## config.mk

```make
export PLATFORM = sky130hd
export DESIGN_NAME = waterball_motion_flat
export DESIGN_NICKNAME = d
export VERILOG_FILES = /design/src/rtl/oled_pkg.sv /design/src/rtl/waterball_motion_if.sv /design/src/rtl/waterball_motion_tick_gen.sv /design/src/rtl/waterball_motion.sv /design/src/flat_wrapper.sv
export SDC_FILE = /design/constraint.sdc
export NUM_CORES = 1
export LEC_CHECK = 0
export BUFFER_PORTS_ARGS = -buffer_cell sky130_fd_sc_hd__buf_4
export CELL_PAD_IN_SITES_DETAIL_PLACEMENT = 1
export CELL_PAD_IN_SITES_GLOBAL_PLACEMENT = 1
export CORE_AREA = 2 2 94 96
export DETAILED_ROUTE_END_ITERATION = 10
export DIE_AREA = 0 0 96 98
export GPL_TIMING_DRIVEN = 0
export PLACE_DENSITY = 0.64
export SETUP_SLACK_MARGIN = 0.3
export SLEW_MARGIN = 20
export SYNTH_ARGS = -nofsm -noshare
export SYNTH_HDL_FRONTEND = slang
export SYNTH_HIERARCHICAL = 1
export SYNTH_SLANG_ARGS = --single-unit
```

## constraint.sdc

```tcl
create_clock -name clk -period 5.5 [get_ports clk]
set_input_delay 0.825 -clock clk [delete_from_list [all_inputs] [get_ports clk]]
set_output_delay 0.825 -clock clk [all_outputs]
set_load 0.01 [all_outputs]
```

## src/rtl/oled_pkg.sv

```systemverilog
// rtl/oled_pkg.sv - shared OLED geometry, coordinate widths, direction and sprite-mover state types
package oled_pkg;

    localparam int SCREEN_W = 96;
    localparam int SCREEN_H = 64;
    localparam int SPRITE_W = 8;
    localparam int X_W      = 7;
    localparam int Y_W      = 6;

    typedef enum logic {
        DIR_RIGHT = 1'b0,
        DIR_LEFT  = 1'b1
    } dir_e;

    typedef enum logic [1:0] {
        IDLE     = 2'd0,
        FLY      = 2'd1,
        SPLASH   = 2'd2,
        COOLDOWN = 2'd3
    } state_e;

endpackage

```

## src/rtl/waterball_motion_if.sv

```systemverilog
// rtl/waterball_motion_if.sv - water-ball launch/position bundle; splash present under WATERBALL_SPLASH_EN
interface waterball_motion_if;
    import oled_pkg::*;

    logic           fire;
    logic           dir;
    logic [X_W-1:0] spawn_x;
    logic [Y_W-1:0] spawn_y;
    logic           hit;
    logic [X_W-1:0] left_x;
    logic [Y_W-1:0] top_y;
    logic           active;
    logic           busy;
`ifdef WATERBALL_SPLASH_EN
    logic           splash;

    modport master (
        output fire, dir, spawn_x, spawn_y, hit,
        input  left_x, top_y, active, busy, splash
    );

    modport slave (
        input  fire, dir, spawn_x, spawn_y, hit,
        output left_x, top_y, active, busy, splash
    );
`else
    modport master (
        output fire, dir, spawn_x, spawn_y, hit,
        input  left_x, top_y, active, busy
    );

    modport slave (
        input  fire, dir, spawn_x, spawn_y, hit,
        output left_x, top_y, active, busy
    );
`endif

endinterface

```

## src/rtl/waterball_motion_tick_gen.sv

```systemverilog
// rtl/waterball_motion_tick_gen.sv - divide-by-DIV movement tick with synchronous clear
module tick_gen #(
    parameter int DIV = 4
) (
    input  logic clk,
    input  logic reset,
    input  logic clr,
    output logic tick
);

    localparam int           CW   = (DIV > 1) ? $clog2(DIV) : 1;
    localparam logic [CW-1:0] LAST = CW'(DIV - 1);

    logic [CW-1:0] cnt;

    assign tick = (cnt == LAST);

    // Free-running 0..DIV-1 counter; clr realigns it so a move lands exactly DIV cycles later
    always_ff @(posedge clk) begin
        if (reset || clr) begin
            cnt <= '0;
        end else if (tick) begin
            cnt <= '0;
        end else begin
            cnt <= cnt + 1'b1;
        end
    end

endmodule

```

## src/rtl/waterball_motion.sv

```systemverilog
// rtl/waterball_motion.sv - water-ball projectile FSM and position datapath; optional SPLASH via WATERBALL_SPLASH_EN
module waterball_motion
    import oled_pkg::*;
#(
    parameter int STEP_DIV       = 6250000,
    parameter int SPEED          = 2,
    parameter int SCREEN_W       = oled_pkg::SCREEN_W,
    parameter int SCREEN_H       = oled_pkg::SCREEN_H,
    parameter int SPRITE_W       = oled_pkg::SPRITE_W,
    parameter int COOLDOWN_TICKS = 3
) (
    input  logic               clk,
    input  logic               reset,
    waterball_motion_if.slave  bus
);

    localparam logic [7:0] X_MAX   = 8'(SCREEN_W - SPRITE_W);
    localparam logic [7:0] Y_MAX   = 8'(SCREEN_H - SPRITE_W);
    localparam logic [7:0] SPD     = 8'(SPEED);
    localparam logic [7:0] CD_LAST = 8'(COOLDOWN_TICKS - 1);
    localparam state_e     RET_ST  = (COOLDOWN_TICKS == 0) ? IDLE : COOLDOWN;

    state_e         state, state_n;
    dir_e           dir_q, dir_n;
    logic [X_W-1:0] left_x, x_n;
    logic [Y_W-1:0] top_y, y_n;
    logic           active, act_n;
    logic           busy, busy_n;
    logic [7:0]     tcnt, tcnt_n;
    logic           clr;
    logic           tick;
    logic [7:0]     x_up;
`ifdef WATERBALL_SPLASH_EN
    logic           splash_q, spl_n;
    assign bus.splash = splash_q;
`endif

    assign bus.left_x = left_x;
    assign bus.top_y  = top_y;
    assign bus.active = active;
    assign bus.busy   = busy;

    // Rightward candidate in 8 bits so the edge test cannot wrap
    assign x_up = {1'b0, left_x} + SPD;

    tick_gen #(.DIV(STEP_DIV)) u_tick (
        .clk   (clk),
        .reset (reset),
        .clr   (clr),
        .tick  (tick)
    );

    // Next state and next datapath values; hit beats edge, edge beats move
    always_comb begin
        state_n = state;
        dir_n   = dir_q;
        x_n     = left_x;
        y_n     = top_y;
        act_n   = active;
        busy_n  = busy;
        tcnt_n  = tcnt;
        clr     = 1'b0;
`ifdef WATERBALL_SPLASH_EN
        spl_n   = splash_q;
`endif
        case (state)
            IDLE: begin
                if (bus.fire) begin
                    state_n = FLY;
                    x_n     = ({1'b0, bus.spawn_x} > X_MAX) ? X_MAX[X_W-1:0] : bus.spawn_x;
                    y_n     = ({2'b00, bus.spawn_y} > Y_MAX) ? Y_MAX[Y_W-1:0] : bus.spawn_y;
                    dir_n   = dir_e'(bus.dir);
                    act_n   = 1'b1;
                    busy_n  = 1'b1;
                    tcnt_n  = '0;
                    clr     = 1'b1;
                end
            end
            FLY: begin
                if (bus.hit) begin
                    tcnt_n = '0;
`ifdef WATERBALL_SPLASH_EN
                    state_n = SPLASH;
                    spl_n   = 1'b1;
`else
                    state_n = RET_ST;
                    act_n   = 1'b0;
                    busy_n  = (RET_ST != IDLE);
`endif
                end else if (tick) begin
                    if ((dir_q == DIR_RIGHT && x_up > X_MAX) ||
                        (dir_q == DIR_LEFT && {1'b0, left_x} < SPD)) begin
                        state_n = RET_ST;
                        act_n   = 1'b0;
                        busy_n  = (RET_ST != IDLE);
                        tcnt_n  = '0;
                    end else if (dir_q == DIR_RIGHT) begin
                        x_n = x_up[X_W-1:0];
                    end else begin
                        x_n = left_x - SPD[X_W-1:0];
                    end
                end
            end
`ifdef WATERBALL_SPLASH_EN
            SPLASH: begin
                if (tick) begin
                    if (tcnt == 8'd1) begin
                        state_n = RET_ST;
                        act_n   = 1'b0;
                        spl_n   = 1'b0;
                        busy_n  = (RET_ST != IDLE);
                        tcnt_n  = '0;
                    end else begin
                        tcnt_n = tcnt + 8'd1;
                    end
                end
            end
`endif
            COOLDOWN: begin
                if (tick) begin
                    if (tcnt == CD_LAST) begin
                        state_n = IDLE;
                        busy_n  = 1'b0;
                        tcnt_n  = '0;
                    end else begin
                        tcnt_n = tcnt + 8'd1;
                    end
                end
            end
            default: begin
                state_n = IDLE;
                act_n   = 1'b0;
                busy_n  = 1'b0;
            end
        endcase
    end

    // State and output registers; reset aborts any flight immediately
    always_ff @(posedge clk) begin
        if (reset) begin
            state  <= IDLE;
            dir_q  <= DIR_RIGHT;
            left_x <= '0;
            top_y  <= '0;
            active <= 1'b0;
            busy   <= 1'b0;
            tcnt   <= '0;
`ifdef WATERBALL_SPLASH_EN
            splash_q <= 1'b0;
`endif
        end else begin
            state  <= state_n;
            dir_q  <= dir_n;
            left_x <= x_n;
            top_y  <= y_n;
            active <= act_n;
            busy   <= busy_n;
            tcnt   <= tcnt_n;
`ifdef WATERBALL_SPLASH_EN
            splash_q <= spl_n;
`endif
        end
    end

endmodule

```

## src/flat_wrapper.sv

```systemverilog
// flat-port wrapper written by rule: the top's interface ports become plain ports
module waterball_motion_flat import oled_pkg::*;
#(
    parameter int STEP_DIV       = 6250000,
    parameter int SPEED          = 2,
    parameter int SCREEN_W       = oled_pkg::SCREEN_W,
    parameter int SCREEN_H       = oled_pkg::SCREEN_H,
    parameter int SPRITE_W       = oled_pkg::SPRITE_W,
    parameter int COOLDOWN_TICKS = 3
)
  (clk, reset, bus_fire, bus_dir, bus_spawn_x, bus_spawn_y, bus_hit, bus_left_x, bus_top_y, bus_active, bus_busy);
  waterball_motion_if bus_i ();
  input  logic clk;
  input  logic reset;
  input wire logic [$bits(bus_i.fire)-1:0] bus_fire;
  input wire logic [$bits(bus_i.dir)-1:0] bus_dir;
  input wire logic [$bits(bus_i.spawn_x)-1:0] bus_spawn_x;
  input wire logic [$bits(bus_i.spawn_y)-1:0] bus_spawn_y;
  input wire logic [$bits(bus_i.hit)-1:0] bus_hit;
  output wire logic [$bits(bus_i.left_x)-1:0] bus_left_x;
  output wire logic [$bits(bus_i.top_y)-1:0] bus_top_y;
  output wire logic [$bits(bus_i.active)-1:0] bus_active;
  output wire logic [$bits(bus_i.busy)-1:0] bus_busy;
  assign bus_i.fire = bus_fire;
  assign bus_i.dir = bus_dir;
  assign bus_i.spawn_x = bus_spawn_x;
  assign bus_i.spawn_y = bus_spawn_y;
  assign bus_i.hit = bus_hit;
  assign bus_left_x = bus_i.left_x;
  assign bus_top_y = bus_i.top_y;
  assign bus_active = bus_i.active;
  assign bus_busy = bus_i.busy;
  waterball_motion #(.STEP_DIV(STEP_DIV), .SPEED(SPEED), .SCREEN_W(SCREEN_W), .SCREEN_H(SCREEN_H), .SPRITE_W(SPRITE_W), .COOLDOWN_TICKS(COOLDOWN_TICKS)) u_core (.clk(clk), .reset(reset), .bus(bus_i));
endmodule
```

Word level (Yosys, flattened, before mapping):

Index checks and enable logic that the tools add are counted.

* add/subtract/negate cells: 4
* $lt $le $gt $ge: 4
* equality and inequality tests: 12
* mux-type cells: 35
* bitwise logic cells: 2
* reductions and logical operators: 13

Operators with widths (number)
* 8-bit two-way mux: 6
* 7-bit two-way mux: 6
* 8-bit one-hot mux with 3 select lines: 1
* 23-bit by 1-bit adder with 23-bit output, second input constant: 1
* 23-bit equality test, second input constant: 1
* 5-bit AND reduction: 3
* 7-bit one-hot mux with 2 select lines: 1
* 2-bit two-way mux: 6
* 1-bit two-way mux: 11
* 7-bit by 2-bit adder with 8-bit output, second input constant: 1
* 8-bit by 1-bit adder with 8-bit output, second input constant: 1
* 8-bit by 2-bit equality test with 1-bit output, second input constant: 1
* 8-bit by 7-bit greater-than comparator with 1-bit output, second input constant: 1
* 7-bit greater-than comparator, second input constant: 1
* 7-bit by 2-bit < comparator with 1-bit output, second input constant: 1
* 7-bit by 2-bit subtractor with 7-bit output, second input constant: 1
* 6-bit greater-than comparator, second input constant: 1
* 6-bit two-way mux: 1
* 2-bit by 1-bit != test with 1-bit output, second input constant: 3
* 2-bit != test, second input constant: 3
* 3-bit by 2-bit != test with 1-bit output, second input constant: 2
* 1-bit one-hot mux with 3 select lines: 2
* 2-bit one-hot mux with 3 select lines: 1
* 4-bit AND reduction: 1
* 10 further kinds: 13

* bits in registers: 49
* input port bits: 18
* output and inout port bits: 15

Depth between registers and ports, before layout:

Gate-level depths: netlist (run 1).

* depth in word-level cells: 8
* mapped depth: 10
* mapped depth without buffers: 10

Modules after synthesis:

Netlist (run 1), hierarchy kept.

By module, submodules not included
* waterball_motion: times used 1, cells each 198, area an instance 1554.0 um^2, seq. area each 500.5 um^2
* tick_gen: times used 1, cells each 123, area an instance 1061.0 um^2, seq. area each 460.4 um^2

Worst setup path before layout (run 1):

OpenSTA, ideal clock, no wires.

* path type: flip-flop to flip-flop
* from: register u_core.u_tick.cnt[6]
* to: register u_core.left_x[4], in the netlist u_core/bus.left_x[4]
* arrival time: 2.354 ns
* data required time: 5.404 ns
* setup slack: 3.050 ns
* cell stages (with the launch flop): 10
* buffers on the path: 0
* cells stage by stage: dfxtp_1 > or4_1 > or3_1 > nor2_1 > nand2_1 > o21ai_0 > and3_1 > and3_4 > nor2_2 > o41ai_2

* longest elaborated chain between the ends: 3

RTL lines
* start: declaration: RTL line waterball_motion_tick_gen.sv:14 `logic [CW-1:0] cnt;`
* start signal: assignment: RTL line waterball_motion_tick_gen.sv:25 `cnt <= cnt + 1'b1;`
* 23-bit equality test: RTL line waterball_motion_tick_gen.sv:16 `assign tick = (cnt == LAST);`
* named net u_core.tick: RTL line waterball_motion.sv:31 `logic tick;`
* 2-bit by 1-bit != test with 1-bit output (no source line)
* 5-bit AND reduction (no source line)
* end signal: assignment: RTL line waterball_motion.sv:154 `left_x <= x_n;`
* end: declaration: RTL line waterball_motion.sv:25 `logic [X_W-1:0] left_x, x_n;`

The timed path passes the listed nets, and every way through them passes these cells.
A chain may end at the register's enable or synchronous reset.

Worst setup path after layout (run 1):

* from: register u_core.u_tick.cnt[6]
* to: register u_core.left_x[6], in the netlist u_core/bus.left_x[6]

Same word-level chain as after synthesis.

==> results of run 1 <==
-- Yosys cell counts (all sizes together) (4+ instances only) --
| library cell | instances |
|---|---|
| clkbuf | 6 |
| dfxtp | 48 |
| o21ai | 16 |
| nand4 | 10 |
| a211oi | 7 |
| or4 | 7 |
| nor4 | 4 |
| or3 | 6 |
| nand3 | 13 |
| buf | 8 |
| a31oi | 5 |
| ha | 5 |
| and3 | 5 |
| inv | 12 |
| nor3 | 11 |
| xor2 | 7 |
| o31ai | 7 |
| a21oi | 23 |
| nor2 | 38 |
| xnor2 | 11 |
| nand2 | 34 |
-- placed cells by master, fill, tap and decap left out, drive strengths merged, types with 2 or more instances in the layout --
cell type	n
dfxtp	48
buf	40
nor2	38
nand2	34
a21oi	23
o21ai	16
nand3	13
inv	12
nor3	11
xnor2	11
clkbuf	11
nand4	10
xor2	7
a211oi	7
o31ai	7
or4	7
or3	6
ha	5
a31oi	5
and3	5
nor4	4
nor2b	3
a22oi	3
nand2b	3
bufinv	2
and4bb	2
nor3b	2
o211ai	2
mux2i	2
nor4b	2
and2	2
-- power by group through the flow --
stage / Combinational, W / Clock (W) / Sequential [W]
global route: 0.000141 / 0.000326 / 0.000374
finish: 0.000127 / 0.000300 / 0.000372
CTS: 0.000128 / 0.000315 / 0.000372
detailed placement: 0.000128 / 0 / 0.000380
floorplan: 0.0000757 / 0 / 0.000381
global placement: 0.000125 / 0 / 0.000380
-- cell type report --
cell class              instances  share of cell area, %
repair buffers                 32                   7.70
inverters                      13                   1.56
flip-flops and latches         48                   30.8
clock inverters                 2                   1.93
well taps                     108                   4.33
multi-input cells             246                   48.9
plain buffers                  14                   2.57
clock buffers                   5                   2.21
-- flip-flops by register name (all words and copies together) (netlist names) --
signal and flops:
u_core/dir_q 1, u_core/state 2, u_core/bus.top_y 6, u_core/tcnt 8, u_core/bus.left_x 7, u_core/u_tick/cnt 23, u_core/bus.active 1
-- final timing paths --
| path | to | slack [ns] | cells past startpoint |
|---|---|---|---|
| setup / recovery | u_core/bus.left_x[6] | 2.62 | 9 |
| hold / removal | u_core/bus.top_y[3] | 0.46 | 2 |
| setup reg to reg | u_core/bus.left_x[6] | 2.62 | 9 |
| hold reg to reg | u_core/bus.top_y[3] | 0.46 | 2 |
-- metal layers --
layer,track usage (%),vias to the layer above,wire [µm]
li1,-,1238,-
met1,20.4,1196,3270
met2,26.7,24,3410
met3,3.63,5,224
met4,3.08,0,49
met5,0,-,0
-- worst max-delay path, stage by stage, from the launching register on --
cell and delay (ns):
dfxtp_1 0.38, or4_1 0.53, or3_1 0.34, nor2_1 0.36, nand2_1 0.20, o21ai_0 0.19, and3_1 0.20, nand3_1 0.21
o211ai_1 0.23, o31ai_1 0.09
-- per-stage QoR --
step                      setup WS [ns]  total power [W]  utilization (%)
after global placement             2.63         0.000505             35.3
final                              2.62         0.000798             36.8
after floorplan                    3.05         0.000457                -
after global routing               2.41         0.000841             36.8
after CTS                          2.60         0.000815             36.8
after detailed placement           2.64         0.000508             35.3
-- logic make-up (layout without fill, tap and decap cells) --
family	Yosys count	in the layout	synth area share, %
and+or+nand+nor	148	148	30.7
AOI/OAI and AO/OA	73	73	18.5
DFF	48	48	36.7
buffers and inverters	27	66	4.93
xor gates and xnor gates	18	18	6.03
adders and majority gates	5	5	2.39
muxes	2	2	0.766
==> results.yml, run 1 <==
clock_network:
  cts_buffer_depth: 2
  clk_pin_slew_worst_paths_ns: 0.09
  cts_tree: "done"
  hold_buffers: 0
  cts_made_buffers: 5
  clkLatencyLatePin_ns: 0.30
  htreeDepth: 2
  cts-root-buf: "clkbuf_8"
  cts_resized: 0
  post_cts_buffers: 0
  cts.sinks: 48
min_path:
  hp-start: "u_core/bus.top_y[3]"
  hold_class: "reg2reg"
power_and_ir_drop:
  p_comb_share_pct: 15.9
  pwr-share-seq_pct: 46.6
  ir_drop_uv: 95.2
  powerDensity_nw_per_um2: 256
  p_sw_w: 0.000204
  p_leak_nw: 1.09
  p_int_w: 0.000594
  switching_share_pct: 25.6
  p_clk_share_pct: 37.6
global_route:
  antenna_found_initial: 0
  grt_pass1_wl_mm: 12.0
  grt_max_degree: 15
  grt-ovfl-total: 0
  grt_util_all_layers_pct: 15.8
  grt_pass1_vias: 2514
timing:
  setup_violations: 0
  setup_tns_ns: 0
  fin_skew_ns: 0.00710
  maxSlewHeadroom_pct: 63.8
  report.final.hold_viol_count: 0
  slew_violations: 0
  timing.hold.ws_ns: 0.461
  rsz0062_at_grt: "no"
  tightestPinTransition_ns: 0.543
  min_period_ns: 2.88
  min_period_over_period_pct: 52.3
  timing.fmax_ghz: 0.348
routing:
  wl_per_cell_um: 14.9
  drt-initial-drc-count: 52
  vias: 2463
  post-route-drc-count: 0
  first_pass_iters: 4
  wirelength_mm: 6.96
  ant_nets: 0
  avgViaCountPerCell: 5.26
floorplan:
  num_rows: 34
  core_um2: 8470
  dieArea_um2: 9410
  start_util_pct: 30.9
  ioPinCount: 33
  die_x_um: 96
  fp.dieH_um: 98
worst_setup_path:
  r2r_start: "u_core/u_tick/cnt[6]"
  critPathLaunchType: "flip-flop"
  critPathKind: "reg2reg"
  cp_max_fo: 5
  required_ns: 5.66
  startpoint: "u_core/u_tick/cnt[6]"
  end_kind: "flip-flop"
  arrival_ns: 3.04
finish:
  stdcell_area_um2: 3120
  final_cells: 468
  regArea_um2: 961
  drive_gt1_share_pct: 17.5
  multi_input_area_um2: 1530
  diodes: 0
  fill_cells: 1034
  area_growth_pct: 19.3
  layout.nets: 383
synth:
  ys_types: 60
  yosysSeqAreaShare_pct: 36.7
  synth_edf_count: 0
  async_reset_ff_share_pct: 0
  syn_area_per_cell_um2: 8.15
  yosysTopAreaCell: "dfxtp_1"
  synth_flop_cell: "dfxtp_1"
  synth_top_area_share_pct: 36.7
  syn-instance-count: 321
  syn-num-nets: 344
  yosys-top-cells-area: "dfxtp_1 37%, nor2_1 5.3%, nand2_1 4.9%"
  ys_warn_count: 6
  syn_area_um2: 2620
  synth-seq-cells: 48
placed_design:
  dp_hpwl_mm: 5.25
  placed_area_um2: 2990
  placedCellCount: 461
  gp_routability_congestion: 0.756
  port_buffers: 32
run:
  maxCapViolCount: 0
status:
  status: "finished clean"
Note: power is estimated with default switching activity, not from simulation.
==> run 2, diff against run 1 <==
==> constraint.sdc (replaced) <==
create_clock -name clk -period 2.7 [get_ports clk]
set_input_delay 0.405 -clock clk [delete_from_list [all_inputs] [get_ports clk]]
set_output_delay 0.405 -clock clk [all_outputs]
set_load 0.01 [all_outputs]
==> run 2 against run 1 <==
  * First-iteration DRC count rose by 5.8%
  * Clock power rose by 43%
  * Routed wire length rose by 1.4%
  * Sequential share of layout area fell by 0.22 points
  * Non-clock buffer count rose by 3
  * Sequential cell count did not move
  * Global-route usage rose by 0.17 points
  * Utilization rose by 0.65 points
  * Clock skew fell by 0.0034 ns
  * Sequential power rose by 100%
  * Critical path depth did not move
==> results.yml, run 2 (synthesis gave the netlist of run 1 again) <==
timing:
  min_period_over_period_pct: 89.5
  rsz0062_at_grt: "yes"
  setup_violations: 0
  maxSlewHeadroom_pct: 61.4
  tightestPinTransition_ns: 0.579
  slew_violations: 0
  fin_skew_ns: 0.00369
  min_period_ns: 2.42
  setup_ws_ns: 0.284
  report.final.hold_viol_count: 0
  timing.fmax_ghz: 0.414
finish:
  final_common_cell: "dfxtp_1"
  drive_gt1_share_pct: 22.9
  top_regs: "u_core/u_tick/cnt x23, u_core/tcnt x8, u_core/bus.left_x x7"
  fill_cells: 1002
  largest_reg_flops: 23
  regMostFlops: "u_core/u_tick/cnt"
  post-route-util_pct: 37.5
  stdcell_area_um2: 3170
  diodes: 0
  final_cell_mix: "44 x dfxtp_1, 37 x buf_4, 36 x nor2_1"
  layout.nets: 386
  area_growth_pct: 21.4
  final_cells: 471
global_route:
  antenna_found_initial: 0
  grt_util_all_layers_pct: 16.0
  grt_pass1_vias: 2571
  grt_pass1_wl_mm: 12.1
  grt-ovfl-total: 0
  grt_max_degree: 15
power_and_ir_drop:
  p_comb_share_pct: 18.5
  p_sw_w: 0.000427
  p_leak_nw: 1.09
  p_int_w: 0.00102
  pwr-share-seq_pct: 52.1
  switching_share_pct: 29.4
  ir_drop_uv: 203
  powerDensity_nw_per_um2: 457
  p_clk_share_pct: 29.5
routing:
  first_pass_iters: 4
  wirelength_mm: 7.06
  avgViaCountPerCell: 5.23
  post-route-drc-count: 0
  ant_nets: 0
  vias: 2465
  drt-initial-drc-count: 55
  wl_per_cell_um: 15.0
clock_network:
  cts-root-buf: "clkbuf_8"
  htreeDepth: 2
  cts_buffer_depth: 2
  hold_buffers: 0
  clk_pin_slew_worst_paths_ns: 0.09
  clkLatencyLatePin_ns: 0.30
  cts_tree: "done"
  cts_made_buffers: 5
  cts.sinks: 48
worst_setup_path:
  critPathLaunchType: "flip-flop"
  crit_chain: "or4_4 > or3_4 > nor2_4 > nand2_2 > o21ai_2 > and3_4 > and3_4 > nor2_4 > o31ai_2"
  critPathKind: "reg2reg"
  reg2reg_slack_ns: 0.28
  required_ns: 2.92
  cp_max_fo: 5
  crit_path_top_delay_cell: "or4_4"
  end_kind: "flip-flop"
  critPathMaxStageDelay_ns: 0.52
  startpoint: "u_core/u_tick/cnt[8]"
  r2r_start: "u_core/u_tick/cnt[8]"
  crit_end: "u_core/bus.left_x[5]"
  arrival_ns: 2.64
  r2r-end: "u_core/bus.left_x[5]"
  ff2ff_path_depth: 9
placed_design:
  place_ws_ns: -0.0437
  gp_routability_congestion: 0.770
  dp_hpwl_mm: 5.25
  port_buffers: 32
  placedCellCount: 461
  placed_area_um2: 2990
min_path:
  hold_class: "in2reg"
status:
  status: "finished clean"
floorplan:
  core_um2: 8470
  num_rows: 34
  start_util_pct: 30.9
  dieArea_um2: 9410
  ioPinCount: 33
  die_x_um: 96
  fp.dieH_um: 98
run:
  maxCapViolCount: 0
==> run 2: changes by cell type in the layout (fill, tap and decap cells not counted), moves of 2 or more <==
cell,previous run,this run
dfxtp_2,0,2
nor3_1,11,9
bufinv_16,2,0
nor3_2,0,2
dfxtp_4,0,2
nor2_4,0,2
buf_4,34,37
dfxtp_1,48,44
==> run 2: how the worst min path moves through the flow <==
stage / from / end / slack (ns) / depth (start not counted)
6_report: reset / u_core/u_tick/cnt[2] / 0.27 / 2
5_1_grt: reset / u_core/u_tick/cnt[2] / 0.27 / 2
4_1_cts: reset / u_core/u_tick/cnt[2] / 0.26 / 2
3_5_place_dp: u_core/bus.top_y[5] / u_core/bus.top_y[5] / 0.46 / 2
3_3_place_gp: u_core/bus.top_y[4] / u_core/bus.top_y[4] / 0.44 / 2
2_1_floorplan: u_core/u_tick/cnt[0] / u_core/u_tick/cnt[0] / 0.44 / 1
==> run 2: critical path, delay by kind of cell, from the launching register on <==
kind             cells  cell delay, ns
AND/OR/NAND/NOR      7            1.62
flip-flops           1            0.35
AO/OA/AOI/OAI        2            0.35
==> run 2: stage by stage <==
step | hold slack (ns) | setup TNS, ns | power, W
finish | 0.272 | 0 | 0.00145
global route | 0.273 | 0 | 0.00154
CTS | 0.257 | 0 | 0.00147
detailed placement | 0.455 | -0.128 | 0.00103
global placement | 0.443 | -0.110 | 0.00103
floorplan | 0.442 | 0 | 0.000930
==> run 2: power groups by stage <==
stage | Clock (W) | Combinational, W | Sequential, W
finish | 0.000428 | 0.000268 | 0.000755
global route | 0.000475 | 0.000302 | 0.000760
CTS | 0.000451 | 0.000266 | 0.000756
detailed placement | 0 | 0.000259 | 0.000774
global placement | 0 | 0.000256 | 0.000773
floorplan | 0 | 0.000154 | 0.000776
==> run 2: layout make-up <==
cell class                      count  area, µm²  share of cell area, %
Multi-Input combinational cell    246       1590                   50.2
Sequential cell                    48        971                   30.6
Timing Repair Buffer               35        263                   8.28
Tap cell                          108        135                   4.26
Buffer                             14       81.3                   2.56
Clock buffer                        5       68.8                   2.17
Inverter                           13       48.8                   1.54
Clock inverter                      2       12.5                  0.394
==> run 2: timing repair <==
item	CTS	global route
resized for setup	13	10
endpoints found under the hold margin	0	0
buffers inserted	1	2
gates cloned	0	0
pin swaps	11	8
setup endpoints to repair	8	29
==> run 2: metal layers <==
metal | part of all wire, % | routed length, µm | GRT usage (%)
met3 | 3.0 | 210 | 3.24
met5 | 0 | 0 | 0
met2 | 49 | 3480 | 27.2
met4 | 1.1 | 76 | 3.63
met1 | 47 | 3290 | 20.5
